[config.mk]
export PLATFORM = sky130hd
export DESIGN_NAME = sram_controller
export DESIGN_NICKNAME = d
export VERILOG_FILES = /design/src/rtl/sram_controller_pkg.sv /design/src/rtl/sram_phase_timer.sv /design/src/rtl/sram_controller.sv
export SDC_FILE = /design/constraint.sdc
export NUM_CORES = 1
export LEC_CHECK = 0
export BUFFER_PORTS_ARGS = -buffer_cell sky130_fd_sc_hd__buf_2
export CAP_MARGIN = 20
export CORE_UTILIZATION = 46
export CTS_CLUSTER_DIAMETER = 50
export CTS_CLUSTER_SIZE = 10
export DETAILED_ROUTE_END_ITERATION = 6
export PLACE_DENSITY = 0.75
export SYNTH_ARGS = -nofsm -noshare
export SYNTH_HDL_FRONTEND = slang
export SYNTH_SLANG_ARGS = --single-unit
[constraint.sdc]
create_clock -name clk -period 3.9 [get_ports clk]
set_clock_uncertainty 0.1 [all_clocks]
set_input_delay 0.39 -clock clk [delete_from_list [all_inputs] [get_ports clk]]
set_output_delay 0.39 -clock clk [all_outputs]
set_load 0.05 [all_outputs]
[src/rtl/sram_controller_pkg.sv]
// Shared types and constants for the 16-bit asynchronous SRAM data-memory controller.
// Word accesses are split into a low and a high halfword phase.
package sram_controller_pkg;

  typedef enum logic [1:0] {
    StIdle,
    StLow,
    StHigh,
    StDone
  } state_e;

  localparam int unsigned DefaultDataBase = 1024;
  localparam int unsigned SramDw          = 16;
  // Wide enough for the largest legal phase length (15 clocks).
  localparam int unsigned TimerW          = 4;

endpackage

[src/rtl/sram_phase_timer.sv]
// Counts clocks within a halfword phase and flags the last one; the count returns
// to zero at the end of every phase so the next phase starts fresh.
module sram_phase_timer
  import sram_controller_pkg::*;
#(
  parameter int unsigned WAIT_CYCLES = 3
) (
  input  logic clk,
  input  logic rst,
  input  logic run,
  output logic last
);

  logic [TimerW-1:0] cnt_q, cnt_d;

  always_comb begin
    last  = run && (cnt_q == TimerW'(WAIT_CYCLES - 1));
    cnt_d = cnt_q;
    if (!run || last) begin
      cnt_d = '0;
    end else begin
      cnt_d = cnt_q + 1'b1;
    end
  end

  always_ff @(posedge clk or posedge rst) begin
    if (rst) begin
      cnt_q <= '0;
    end else begin
      cnt_q <= cnt_d;
    end
  end

endmodule

[src/rtl/sram_controller.sv]
// MEM-stage initiator for an external 16-bit asynchronous SRAM: each 32-bit load/store runs as a
// low then a high halfword phase while ready holds the pipeline frozen.
module sram_controller
  import sram_controller_pkg::*;
#(
  parameter int unsigned WAIT_CYCLES = 3,
  parameter int unsigned DATA_BASE   = DefaultDataBase,
  parameter int unsigned SRAM_AW     = 18
) (
  input  logic               clk,
  input  logic               rst,
  input  logic [31:0]        memAdr,
  input  logic [31:0]        writeData,
  input  logic               memRead,
  input  logic               memWrite,
  output logic [31:0]        readData,
  output logic               ready,
  output logic [SRAM_AW-1:0] sramAdr,
  output logic [SramDw-1:0]  sramDqOut,
  input  logic [SramDw-1:0]  sramDqIn,
  output logic               sramDqOe,
  output logic               sramWeN
);

  state_e              state_q, state_d;
  logic                is_wr_q;
  logic [SramDw-1:0]   wdata_hi_q;
  logic [SRAM_AW-2:0]  word_q;
  logic [SramDw-1:0]   low_buf_q;
  logic                req;
  logic                run;
  logic                last;
  logic [31:0]         offset;
  logic                unused_offset;

  assign req    = memRead | memWrite;
  assign offset = memAdr - DATA_BASE;
  // Byte-offset bits and address bits beyond the SRAM are deliberately dropped.
  assign unused_offset = ^{offset[31:SRAM_AW+1], offset[1:0]};

  sram_phase_timer #(
    .WAIT_CYCLES(WAIT_CYCLES)
  ) u_phase_timer (
    .clk (clk),
    .rst (rst),
    .run (run),
    .last(last)
  );

  always_comb begin
    state_d = state_q;
    unique case (state_q)
      StIdle:  if (req)  state_d = StLow;
      StLow:   if (last) state_d = StHigh;
      StHigh:  if (last) state_d = StDone;
      StDone:  state_d = StIdle;
      default: state_d = StIdle;
    endcase

    run      = (state_q == StLow) || (state_q == StHigh);
    ready    = ~req | (state_q == StDone);
    sramDqOe = run && is_wr_q;
    // Strobe released on the final clock so address and data stay valid for hold time.
    sramWeN  = ~(sramDqOe && !last);
  end

  always_ff @(posedge clk or posedge rst) begin
    if (rst) begin
      state_q    <= StIdle;
      is_wr_q    <= 1'b0;
      wdata_hi_q <= '0;
      word_q     <= '0;
      low_buf_q  <= '0;
      readData   <= '0;
      sramAdr    <= '0;
      sramDqOut  <= '0;
    end else begin
      state_q <= state_d;

      if (state_q == StIdle && req) begin
        is_wr_q    <= memWrite;
        wdata_hi_q <= writeData[31:16];
        word_q     <= offset[SRAM_AW:2];
        sramAdr    <= {offset[SRAM_AW:2], 1'b0};
        sramDqOut  <= writeData[15:0];
      end

      if (state_q == StLow && last) begin
        sramAdr   <= {word_q, 1'b1};
        sramDqOut <= wdata_hi_q;
        if (!is_wr_q) begin
          low_buf_q <= sramDqIn;
        end
      end

      if (state_q == StHigh && last && !is_wr_q) begin
        readData <= {sramDqIn, low_buf_q};
      end
    end
  end

endmodule
* Word-level counts from Yosys, hierarchy flattened *
Index checks and enable logic that the tools add are counted.

storage, ports and cells
  bits in registers = 122
  input port bits = 84
  output and inout bits = 69
  word-level logic and storage cells = 48

cells by class
  add/sub/neg operators = 2
  eq/ne operators = 7
  mux-type cells = 9
  bitwise gates (word level) = 5
  reductions and logical operators = 16

operator list
  cell                      count
  $mux W18                  2
  $mux W16                  2
  $sub A19 B11 Y19 const B  1
  $pmux W2 S4               1
  $logic_and A1 B1 Y1       7
  $mux W2                   3
  $ne A2 B2 Y1 const B      3
  $add A4 B1 Y4 const B     1
  $eq A2 B2 Y1 const B      2
  $eq A4 B2 Y1 const B      1
  $mux W4                   1
  $logic_not A1 Y1          3
  $not A1 Y1                3
  $reduce_and A3 Y1         1
  $eq A2 B1 Y1 const B      1
  $logic_not A2 Y1          1
  $logic_or A1 B1 Y1        2
  $or A1 B1 Y1              2
  $reduce_and A2 Y1         1
  $reduce_bool A2 Y1        1

* Depth between registers and ports, before layout *
Gate-level depths: netlist (run 1).

  depth after elaboration = 6
  gate-level depth with buffers = 8
  mapped depth without buffers = 6

* Cells and area by module *
A second synthesis (run 1) with hierarchy kept.

second synthesis, totals
  cell total of the unflattened synthesis = 464
  area, all modules = 5012.3 µm²

by module, submodules not included
  module            times used  cells an instance  area an instance (µm²)  seq. area each (µm²)
  sram_controller   1           445                4798.4                  2952.8
  sram_phase_timer  1           19                 214.0                   100.1

* Worst setup path after synthesis (run 1) *
No wires, ideal clock.

  path kind = flip-flop to flip-flop
  start point = register state_q[0]
  end point = register low_buf_q[10]
  arrival = 1919 ps
  required time = 3675 ps
  path slack = 1756 ps
  cell stages (with the launch flop) = 9
  buffers on the path = 2
  cells stage by stage = dfrtp_1 -> inv_1 -> ha_1 -> and4bb_2 -> and2_2 -> nand2b_1 -> buf_2 -> buf_6 -> mux2_2

between the ends
  word-level cells in the longest chain between the ends = 5
  elaborated cells between the ends (all ways) = 6

ends and longest elaborated chain
  item                                          RTL line                                      text
  start, declared                               sram_controller.sv:25                         state_e state_q, state_d;
  start signal, assigned                        sram_controller.sv:69                         state_q <= StIdle;
  start signal, assigned                        sram_controller.sv:78                         state_q <= state_d;
  $eq A2 B1 Y1 or $eq A2 B2 Y1 (tied branches)  sram_controller.sv:60, sram_controller.sv:88
  $logic_or A1 B1 Y1                            sram_controller.sv:60                         run = (state_q == StLow) || (state_q == StHigh);
  $logic_and A1 B1 Y1                           sram_phase_timer.sv:17                        last = run && (cnt_q == TimerW'(WAIT_CYCLES - 1));
  $logic_and A1 B1 Y1 (*)                       sram_controller.sv:88                         if (state_q == StLow && last) begin
  $reduce_and A2 Y1 (no source line) (*)        --
  end signal, assigned                          sram_controller.sv:92                         low_buf_q <= sramDqIn;
  end, declared                                 sram_controller.sv:29                         logic [SramDw-1:0] low_buf_q;

Every way passes the cells marked *; elsewhere a longest branch is shown, timed or not.
A chain may end at the register's enable or synchronous reset.

* Worst setup path in the final report (run 1) *
  start point = register state_q[0]
  end point = register low_buf_q[4]

Same word-level chain as after synthesis.

==> impl_metrics.yaml, run 1 <==
run_status:
  status: "complete, no violations"
clocking:
  cts_tree: "done"
  worstSkewPairLatency_ns: 0.51
  h-tree-depth: 4
  ctsLongestPathBuffers: 2
  cts.sinks: 122
  cts_root_buffer: "clkbuf_8"
  post_cts_resized: 0
  clk_pin_slew_ns: 0.06
  cts_inserted_buffers: 17
synth:
  yosysMostFrequentCell: "dfrtp_1"
  synth_async_sr_flop_share_pct: 100
  synth_nets: 536
  synth-seq-cells: 122
  yosysTopAreaCellShare_pct: 59.8
  ys_seq_area_share_pct: 59.8
  synth.avg_cell_area_um2: 11.5
  synth_area_um2: 5110
  synth_edf_count: 0
  synth.area.top_cells: "dfrtp_1 (60%), mux2_2 (11%), nand2_1 (8.0%)"
  yosys.area.top_type: "dfrtp_1"
  syn_inst: 444
  synth_flop_cell: "dfrtp_1"
  synthTopCellsByCount: "dfrtp_1 (122), nand2_1 (109), mux2_2 (50)"
  yosys_warnings: 0
  ys_types: 40
timing:
  grt_setup_unrepaired: "false"
  setup-tns-final_ns: 0
  slew_violations: 0
  hold_violations: 0
  relSlewSlack_pct: 41.9
  clock.fmax_mhz: 380
  min_period_ns: 2.63
  worstMarginPinSlew_ns: 0.872
  period_share_pct: 67.4
  setup_viol: 0
  setup_ws_ns: 1.27
power_and_ir_drop:
  power.total_mw: 6.83
  p_int_mw: 3.85
  p_clk_share_pct: 23.6
  pwr-share-comb_pct: 43.8
  p_sw_mw: 2.98
  power_density_nw_per_um2: 1000
  p_seq_share_pct: 32.6
  ir_drop_mv: 0.672
  swShare_pct: 43.7
  p_leak_nw: 3.32
drt:
  vias_per_cell: 5.03
  wl_per_cell_um: 14.4
  drc: 0
  drt_first_pass_iters: 4
  drt_iter0_drc: 202
  wirelength_um: 11000
  vias: 3842
  ant_nets: 0
setup_path:
  crit_arrival_ns: 2.92
  critical_path.max_fanout: 16
  worstSetupEndpointType: "flop"
  crit_type: "reg2reg"
  required_ns: 4.19
  startpoint_type: "flop"
grt:
  grt_max_degree: 68
  grt_pass1_vias: 3918
  grt_pass1_wl_um: 18600
  grt-ovfl-total: 0
  grt_usage_pct: 20.8
  antenna_found_initial: 0
place:
  dp_hpwl_um: 7130
  port_buffers: 137
  place_congestion: 0.760
  place_ws_ns: 1.30
hold_path:
  hold_path_class: "in2reg"
floorplanning:
  die_y_um: 107
  die_x_um: 107
  start_util_pct: 47.1
  coreArea_um2: 10800
  num_rows: 38
  die-area_um2: 11500
  ios: 153
finish:
  syn_to_final_growth_pct: 33.5
  nets: 703
  final_util_pct: 62.9
  num_antenna_cells: 0
  drive_gt1_share_pct: 37.8
run:
  maxCapViolCount: 0
## critical path: stages (launching register included)
cell and delay, ns:
dfrtp_1 0.39, inv_1 0.11, ha_1 0.39, and4bb_2 0.28
and2_2 0.20, nand2b_1 0.61, mux2_2 0.42
## per-layer routing
| metal | global-route usage, % | vias up | routed length (um) |
|---|---|---|---|
| met2 | 35.6 | 87 | 5810 |
| li1 | - | 1845 | - |
| met3 | 5.69 | 14 | 421 |
| met1 | 25.2 | 1896 | 4620 |
| met5 | 0 | - | 0 |
| met4 | 7.05 | 0 | 163 |
## kinds of logic (layout without fill, tap and decap cells)
group / count (synthesis) / in the layout / share of synthesized area [%]
flops: 122 / 122 / 59.8
compound gates: 57 / 57 / 6.91
fa+ha+maj: 8 / 8 / 1.96
mux: 75 / 75 / 15.9
xor+xnor: 3 / 3 / 0.514
buf+inv: 30 / 210 / 2.65
simple gates: 149 / 149 / 12.3
## power groups by stage
stage / clock (mW) / sequential [mW] / combinational (mW)
2_1_floorplan: 0 / 3.43 / 1.07
3_3_place_gp: 0 / 2.20 / 2.90
3_5_place_dp: 0 / 2.24 / 2.98
4_1_cts: 1.64 / 2.23 / 3.02
5_1_grt: 1.70 / 2.32 / 3.21
6_report: 1.61 / 2.23 / 2.99
## per-stage QoR
stage               instances  instance area [um^2]  hold WS [ns]
floorplan                 444                  5110         0.344
global placement          705                  5930         0.357
detailed placement        705                  5930         0.362
CTS                       764                  6820      0.000150
global route              764                  6820       0.00770
finish                    764                  6820        0.0234
## layout by cell type (no fill, tap or decap), types with 2 or more instances in the layout
master | synthesis | final
o31ai_1 | 3 | 3
ha_1 | 8 | 8
nor2_1 | 19 | 19
nand2_1 | 109 | 109
o211ai_1 | 2 | 2
mux2i_1 | 25 | 25
dfrtp_1 | 122 | 122
buf_2 | 12 | 137
dlygate4sd3_1 | 0 | 27
buf_4 | 0 | 7
nor3_1 | 2 | 2
mux2_2 | 50 | 50
a21oi_1 | 3 | 3
nand2b_1 | 3 | 3
clkbuf_16 | 0 | 16
nand3_1 | 2 | 2
inv_1 | 7 | 6
clkinv_4 | 0 | 3
bufinv_16 | 0 | 3
clkinvlp_4 | 0 | 2
nand3b_1 | 2 | 2
o21ai_0 | 34 | 33
xnor2_1 | 2 | 2
clkbuf_8 | 0 | 6
and2_1 | 2 | 2
a21o_1 | 3 | 3
o21a_1 | 4 | 3
or4_4 | 2 | 2
## state kept, by name (all words and copies together) (netlist names)
| register | flops |
|---|---|
| low_buf_q | 16 |
| readData | 32 |
| state_q | 2 |
| u_phase_timer.cnt_q | 4 |
| word_q | 17 |
| sramDqOut | 16 |
| wdata_hi_q | 16 |
| is_wr_q | 1 |
| sramAdr | 18 |
## cell type report
class | count | area [um^2]
multi-input cells | 292 | 1930
fillers | 857 | 4020
well taps | 140 | 175
clock inverters | 9 | 136
repair buffers | 171 | 1010
clock buffers | 23 | 487
flip-flops and latches | 122 | 3050
inverters | 7 | 28.8
## worst paths after layout
check                                  start                      to  slack (ns)  depth (start not counted)
worst max-delay path              state_q[0]            low_buf_q[4]        1.27                          6
worst min-delay path            sramDqIn[11]            readData[27]        0.02                          2
worst max register to register    state_q[0]            low_buf_q[4]        1.27                          6
worst min register to register     word_q[3]               word_q[3]        0.38                          2
max in group asynchronous                rst  u_phase_timer.cnt_q[3]        2.32                          4
min in group asynchronous                rst             readData[8]        0.50                          3
## repair_timing
item | 4_1_cts | 5_1_grt
hold endpoints to repair | 92 | 0
hold buffers | 27 | 0
buffers inserted | 0 | 0
(Power assumes the default switching activity.)
==> run 2: changes to the inputs <==
- ABC_AREA: default -> 1
- CORE_UTILIZATION: 46 -> 50
- PLACE_DENSITY: 0.75 -> 0.77
- clock period: 3.9 -> 2.6 ns (I/O delays scaled with it)
==> run 2 against run 1 <==
Net effect:
- non-clock buffer count up 40
- synthesized cell count up 37%
- first-iteration DRC count up 100%
- flip-flop and latch count unchanged
- area after synthesis up 3.3%
- global-route usage up 5.1 points
- clock power up 46%
- largest power group unchanged
- highest routed layer unchanged
==> impl_metrics.yaml, run 2 <==
run_status:
  status: "complete, no violations"
timing:
  relSlewSlack_pct: 48.6
  grt_setup_unrepaired: "false"
  period_share_pct: 86.6
  worstMarginPinSlew_ns: 0.768
  holdWs_ns: 0.0592
  setup-tns-final_ns: 0
  setup_viol: 0
  hold_violations: 0
  clock.fmax_mhz: 444
  slew_violations: 0
  min_period_ns: 2.25
floorplanning:
  die_x_um: 105
  die-area_um2: 11000
  coreArea_um2: 10300
  ios: 153
  die_y_um: 105
  start_util_pct: 51.4
  num_rows: 37
finish:
  nets: 900
  mostFrequentLayoutCells: "nand2_1 (238), buf_2 (137), dfrtp_1 (122)"
  final_common_cell: "nand2_1"
  regMostFlops: "readData"
  fill_cells: 801
  final_cell_count_no_fill: 956
  syn_to_final_growth_pct: 38.2
  drive_gt1_share_pct: 23.8
  final_util_pct: 71.0
  top_regs: "readData (32), sramAdr (18), word_q (17)"
  largest_reg_flops: 32
  num_antenna_cells: 0
synth:
  yosys_warnings: 0
  yosysMostFrequentCell: "nand2_1"
  muxShareOfSynthArea_pct: 0
  synth-compound-area-share_pct: 6.90
  synth.avg_cell_area_um2: 8.67
  syn_inst: 609
  synth_async_sr_flop_share_pct: 100
  synthTopCellsByCount: "nand2_1 (238), dfrtp_1 (122), nand3_1 (65)"
  synth_nets: 701
  synth_edf_count: 0
  ys_types: 23
  synthAdderAreaFrac_pct: 1.90
  synth_simple_gate_area_share_pct: 25.9
  synth-seq-cells: 122
  synth-xor-area-share_pct: 0.830
  synth.area.top_cells: "dfrtp_1 (58%), nand2_1 (17%), nand3_1 (6.2%)"
  ys_seq_area_share_pct: 57.8
  synth_area_um2: 5280
  synth_top_family_by_area: "simple AND/OR/NAND/NOR gates"
  yosysTopAreaCellShare_pct: 57.8
  synth_flop_cell: "dfrtp_1"
  yosys.area.top_type: "dfrtp_1"
clocking:
  post_cts_resized: 0
  ctsLongestPathBuffers: 2
  cts_setup_buffers: 0
  cts_tree: "done"
  clk_pin_slew_ns: 0.06
  h-tree-depth: 4
  cts_inserted_buffers: 17
  worstSkewPairLatency_ns: 0.50
  cts.sinks: 122
  cts_root_buffer: "clkbuf_8"
setup_path:
  critPathMaxStageDelay_ns: 0.42
  worstSetupEndpointType: "output pin"
  startpoint_type: "flop"
  crit_slowest_cell: "dfrtp_1"
  crit_type: "reg2out"
  crit_arrival_ns: 1.89
  worstPathCellList: "inv_1, ha_1, nand2_1, inv_1, nand2_1, buf_2"
  critical_path.max_fanout: 5
  required_ns: 2.24
grt:
  grt_pass1_vias: 4752
  grt-ovfl-total: 0
  grt_usage_pct: 25.8
  antenna_found_initial: 0
  grt_pass1_wl_um: 22200
  grt_max_degree: 63
place:
  dp_hpwl_um: 8260
  dp_cells: 863
  port_buffers: 137
  place_congestion: 0.831
drt:
  drt_first_pass_iters: 5
  wirelength_um: 13500
  drt_iter0_drc: 404
  wl_per_cell_um: 14.1
  vias_per_cell: 5.06
  drc: 0
  ant_nets: 0
  vias: 4842
power_and_ir_drop:
  ir_drop_mv: 1.05
  power_density_nw_per_um2: 1370
  p_leak_nw: 3.87
run:
  maxCapViolCount: 0
hold_path:
  hold_path_class: "in2reg"
[run 2: cell types whose count changed in the layout (fill, tap and decap cells not counted), sizes merged, moves of 4 or more]
cell	previous run	this run
mux2i	25	0
dlygate4sd3	27	62
o21a	4	0
buf	144	149
inv	7	49
nand2	109	239
o21ai	35	69
nand3	2	66
mux2	50	0
clkbuf	23	18
[run 2: routing by layer]
metal  share of wire (%)  track usage (%)  routed length (um)  up-vias
li1                    -                -                   -     2325
met1                  41             32.0                5580     2323
met3                 5.1             5.18                 690       26
met5                   0                0                   0        -
met2                  51             44.4                6900      168
met4                 2.2             10.5                 295        0
[run 2: logic make-up after synthesis]
kind of cell	count (synthesis)
simple gates	327
flops	122
buf+inv	78
compound gates	69
fa+ha+maj	8
xor+xnor	5
[run 2: power breakdown]
| group | internal, mW | leakage [nW] | switching, mW | total, mW |
|---|---|---|---|---|
| clock network | 1.49 | 0.280 | 0.860 | 2.35 |
| logic | 1.10 | 2.12 | 3.27 | 4.38 |
| registers | 2.79 | 1.46 | 0.485 | 3.28 |
| total | 5.38 | 3.87 | 4.62 | 10.0 |
[run 2: what timing repair did]
action	4_1_cts	5_1_grt
setup endpoints to repair	0	0
endpoints found under the hold margin	95	0
hold buffers	62	0
[run 2: through the flow]
stage          total power, mW  setup WS, ns  instance area (um^2)
2_1_floorplan             6.48         0.615                  5280
3_3_place_gp              7.40         0.534                  6080
3_5_place_dp              7.56         0.453                  6080
4_1_cts                   10.0         0.336                  7290
5_1_grt                   10.6         0.195                  7290
6_report                  10.0         0.348                  7290
[run 2: worst max-delay path: cells and delay by family, from the launching register on]
| family | cells | cell delay (ns) |
|---|---|---|
| adders and majority gates | 1 | 0.40 |
| buffers and inverters | 3 | 0.41 |
| DFF | 1 | 0.42 |
| and+or+nand+nor | 2 | 0.15 |
[run 2: final cells by class]
class / count / area, um^2 / share of cell area (%)
clock inverters: 13 / 169 / 2.32
multi-input cells: 409 / 1880 / 25.8
flip-flops and latches: 122 / 3050 / 41.9
inverters: 47 / 183 / 2.50
repair buffers: 211 / 1410 / 19.3
well taps: 136 / 170 / 2.33
clock buffers: 18 / 428 / 5.87
[run 2: worst paths after layout]
kind                              startpoint           end  slack (ns)  cells past startpoint
worst min-delay path              memAdr[18]   sramAdr[17]        0.06                      5
min in group asynchronous                rst  low_buf_q[3]        0.21                      3
worst max-delay path              state_q[0]       sramWeN        0.35                      6
worst max register to register    state_q[0]   sramAdr[17]        0.36                      8
worst min register to register  readData[17]  readData[17]        0.37                      2
max in group asynchronous                rst  low_buf_q[7]        1.50                      4
==> run 3: changes to the inputs <==
- MAX_ROUTING_LAYER: default -> met4
- PLACE_DENSITY: 0.77 -> default
- PLACE_DENSITY_LB_ADDON: default -> 0.2
==> run 3 against run 2 <==
Net effect:
- largest power group unchanged
- highest routed layer unchanged
- critical endpoint is now sramDqOut[6]
- worst setup slack got worse by 0.10 ns
- critical path depth increased by 1
- flip-flop and latch count unchanged
==> impl_metrics.yaml, run 3 (synthesis gave the netlist of run 2 again) <==
drt:
  vias: 4743
  drt_iter0_drc: 221
  drt_first_pass_iters: 4
  ant_nets: 0
  wirelength_um: 12900
  wl_per_cell_um: 13.6
  vias_per_cell: 4.97
  drc: 0
floorplanning:
  ios: 153
  num_rows: 37
  die_y_um: 105
  die-area_um2: 11000
  coreArea_um2: 10300
  start_util_pct: 51.4
  die_x_um: 105
place:
  place_congestion: 0.854
  port_buffers: 137
  dp_hpwl_um: 7730
  dp_cells: 860
grt:
  grt_max_degree: 62
  grt-ovfl-total: 0
  grt_pass1_vias: 4680
  grt_usage_pct: 25.8
  grt_pass1_wl_um: 21400
  antenna_found_initial: 0
clocking:
  cts_tree: "done"
  h-tree-depth: 4
  ctsLongestPathBuffers: 2
  cts_inserted_buffers: 17
  cts.sinks: 122
  clk_pin_slew_ns: 0.06
  cts_root_buffer: "clkbuf_8"
  worstSkewPairLatency_ns: 0.51
timing:
  grt_setup_unrepaired: "false"
  setup_viol: 0
  relSlewSlack_pct: 30.7
  period_share_pct: 90.6
  clock.fmax_mhz: 424
  hold_violations: 0
  setup-tns-final_ns: 0
  slew_violations: 0
  worstMarginPinSlew_ns: 1.04
  min_period_ns: 2.36
finish:
  mostFrequentLayoutCells: "nand2_1 (238), buf_2 (137), dfrtp_1 (122)"
  top_regs: "readData (32), sramAdr (18), word_q (17)"
  final_cell_count_no_fill: 955
  nets: 898
  syn_to_final_growth_pct: 37.7
  final_common_cell: "nand2_1"
  num_antenna_cells: 0
  drive_gt1_share_pct: 23.6
  largest_reg_flops: 32
  regMostFlops: "readData"
power_and_ir_drop:
  power_density_nw_per_um2: 1360
  p_sw_mw: 4.56
  p_int_mw: 5.32
  pwr-share-comb_pct: 44.2
  ir_drop_mv: 0.722
  p_leak_nw: 3.85
  p_seq_share_pct: 32.8
  p_clk_share_pct: 23.0
  swShare_pct: 46.2
setup_path:
  setup.worst_path.end: "sramDqOut[6]"
  crit_slowest_cell: "inv_1"
  crit_type: "reg2reg"
  critPathMaxStageDelay_ns: 0.75
  worstSetupStartpoint: "state_q[0]"
  r2r-end: "sramDqOut[6]"
  critical_path.max_fanout: 30
  worstSetupEndpointType: "flop"
  worstPathCellList: "inv_1, ha_1, nand4_4, nand2_1, inv_1, nand2_1, nand3_1"
  reg2reg_setup_slack_ns: 0.24
  worstRegToRegCells: 7
  crit_arrival_ns: 2.70
  required_ns: 2.94
  startpoint_type: "flop"
  worstReg2RegStart: "state_q[0]"
hold_path:
  hold_path_class: "in2reg"
run:
  maxCapViolCount: 0
run_status:
  status: "complete, no violations"
run 3: timing repair:
item / CTS / global route
setup buffers: 0 / 0
endpoints found under the hold margin: 204 / 0
resized for setup: 0 / 0
hold buffers: 63 / 0
run 3: power by group through the flow:
stage	Combinational [mW]	Clock (mW)	Sequential, mW
after floorplan	1.62	0	4.86
after global placement	4.18	0	3.23
after detailed placement	4.28	0	3.25
after CTS	4.38	2.32	3.23
after global routing	4.74	2.40	3.35
final	4.37	2.27	3.24
run 3: worst min path at each step:
stage / to / slack [ns] / cells past startpoint / from
after global placement: readData[22] / 0.35 / 2 / readData[22]
after CTS: wdata_hi_q[5] / 0.01 / 4 / memRead
final: wdata_hi_q[5] / 0.05 / 4 / memRead
after floorplan: is_wr_q / 0.27 / 2 / memWrite
after detailed placement: readData[23] / 0.35 / 2 / readData[23]
after global routing: wdata_hi_q[5] / 0.06 / 4 / memRead
run 3: critical path: cells and delay by family (launching register included):
kind / cells / cell delay (ns)
fa+ha+maj: 1 / 0.40
flops: 1 / 0.40
simple gates: 4 / 0.51
buf+inv: 2 / 0.85
run 3: routing by layer:
metal  up-vias  track usage (%)  share of wire (%)
met5         -                -                  0
met4         0             13.2                3.1
met3        37             5.86                4.3
met2       162             42.1                 51
met1      2223             29.9                 41
li1       2321                -                  -
run 3: cell type report:
| class | count | area [um^2] |
|---|---|---|
| inverter | 47 | 183 |
| tap | 136 | 170 |
| timing repair buffer | 209 | 1400 |
| clock inverter | 13 | 144 |
| fill | 783 | 3010 |
| sequential | 122 | 3050 |
| multi-input combinational | 409 | 1880 |
| clock buffer | 19 | 442 |
run 3: per-stage QoR:
stage | area, um^2 | setup slack, ns | power (mW) | hold WS [ns] | utilization, %
3_3_place_gp | 6050 | 0.393 | 7.41 | 0.348 | 58.9
5_1_grt | 7270 | 0.106 | 10.5 | 0.0568 | 70.7
6_report | 7270 | 0.243 | 9.88 | 0.0538 | 70.7
4_1_cts | 7270 | 0.284 | 9.93 | 0.0116 | 70.7
2_1_floorplan | 5280 | 0.615 | 6.48 | 0.270 | -
3_5_place_dp | 6050 | 0.307 | 7.54 | 0.354 | 58.9
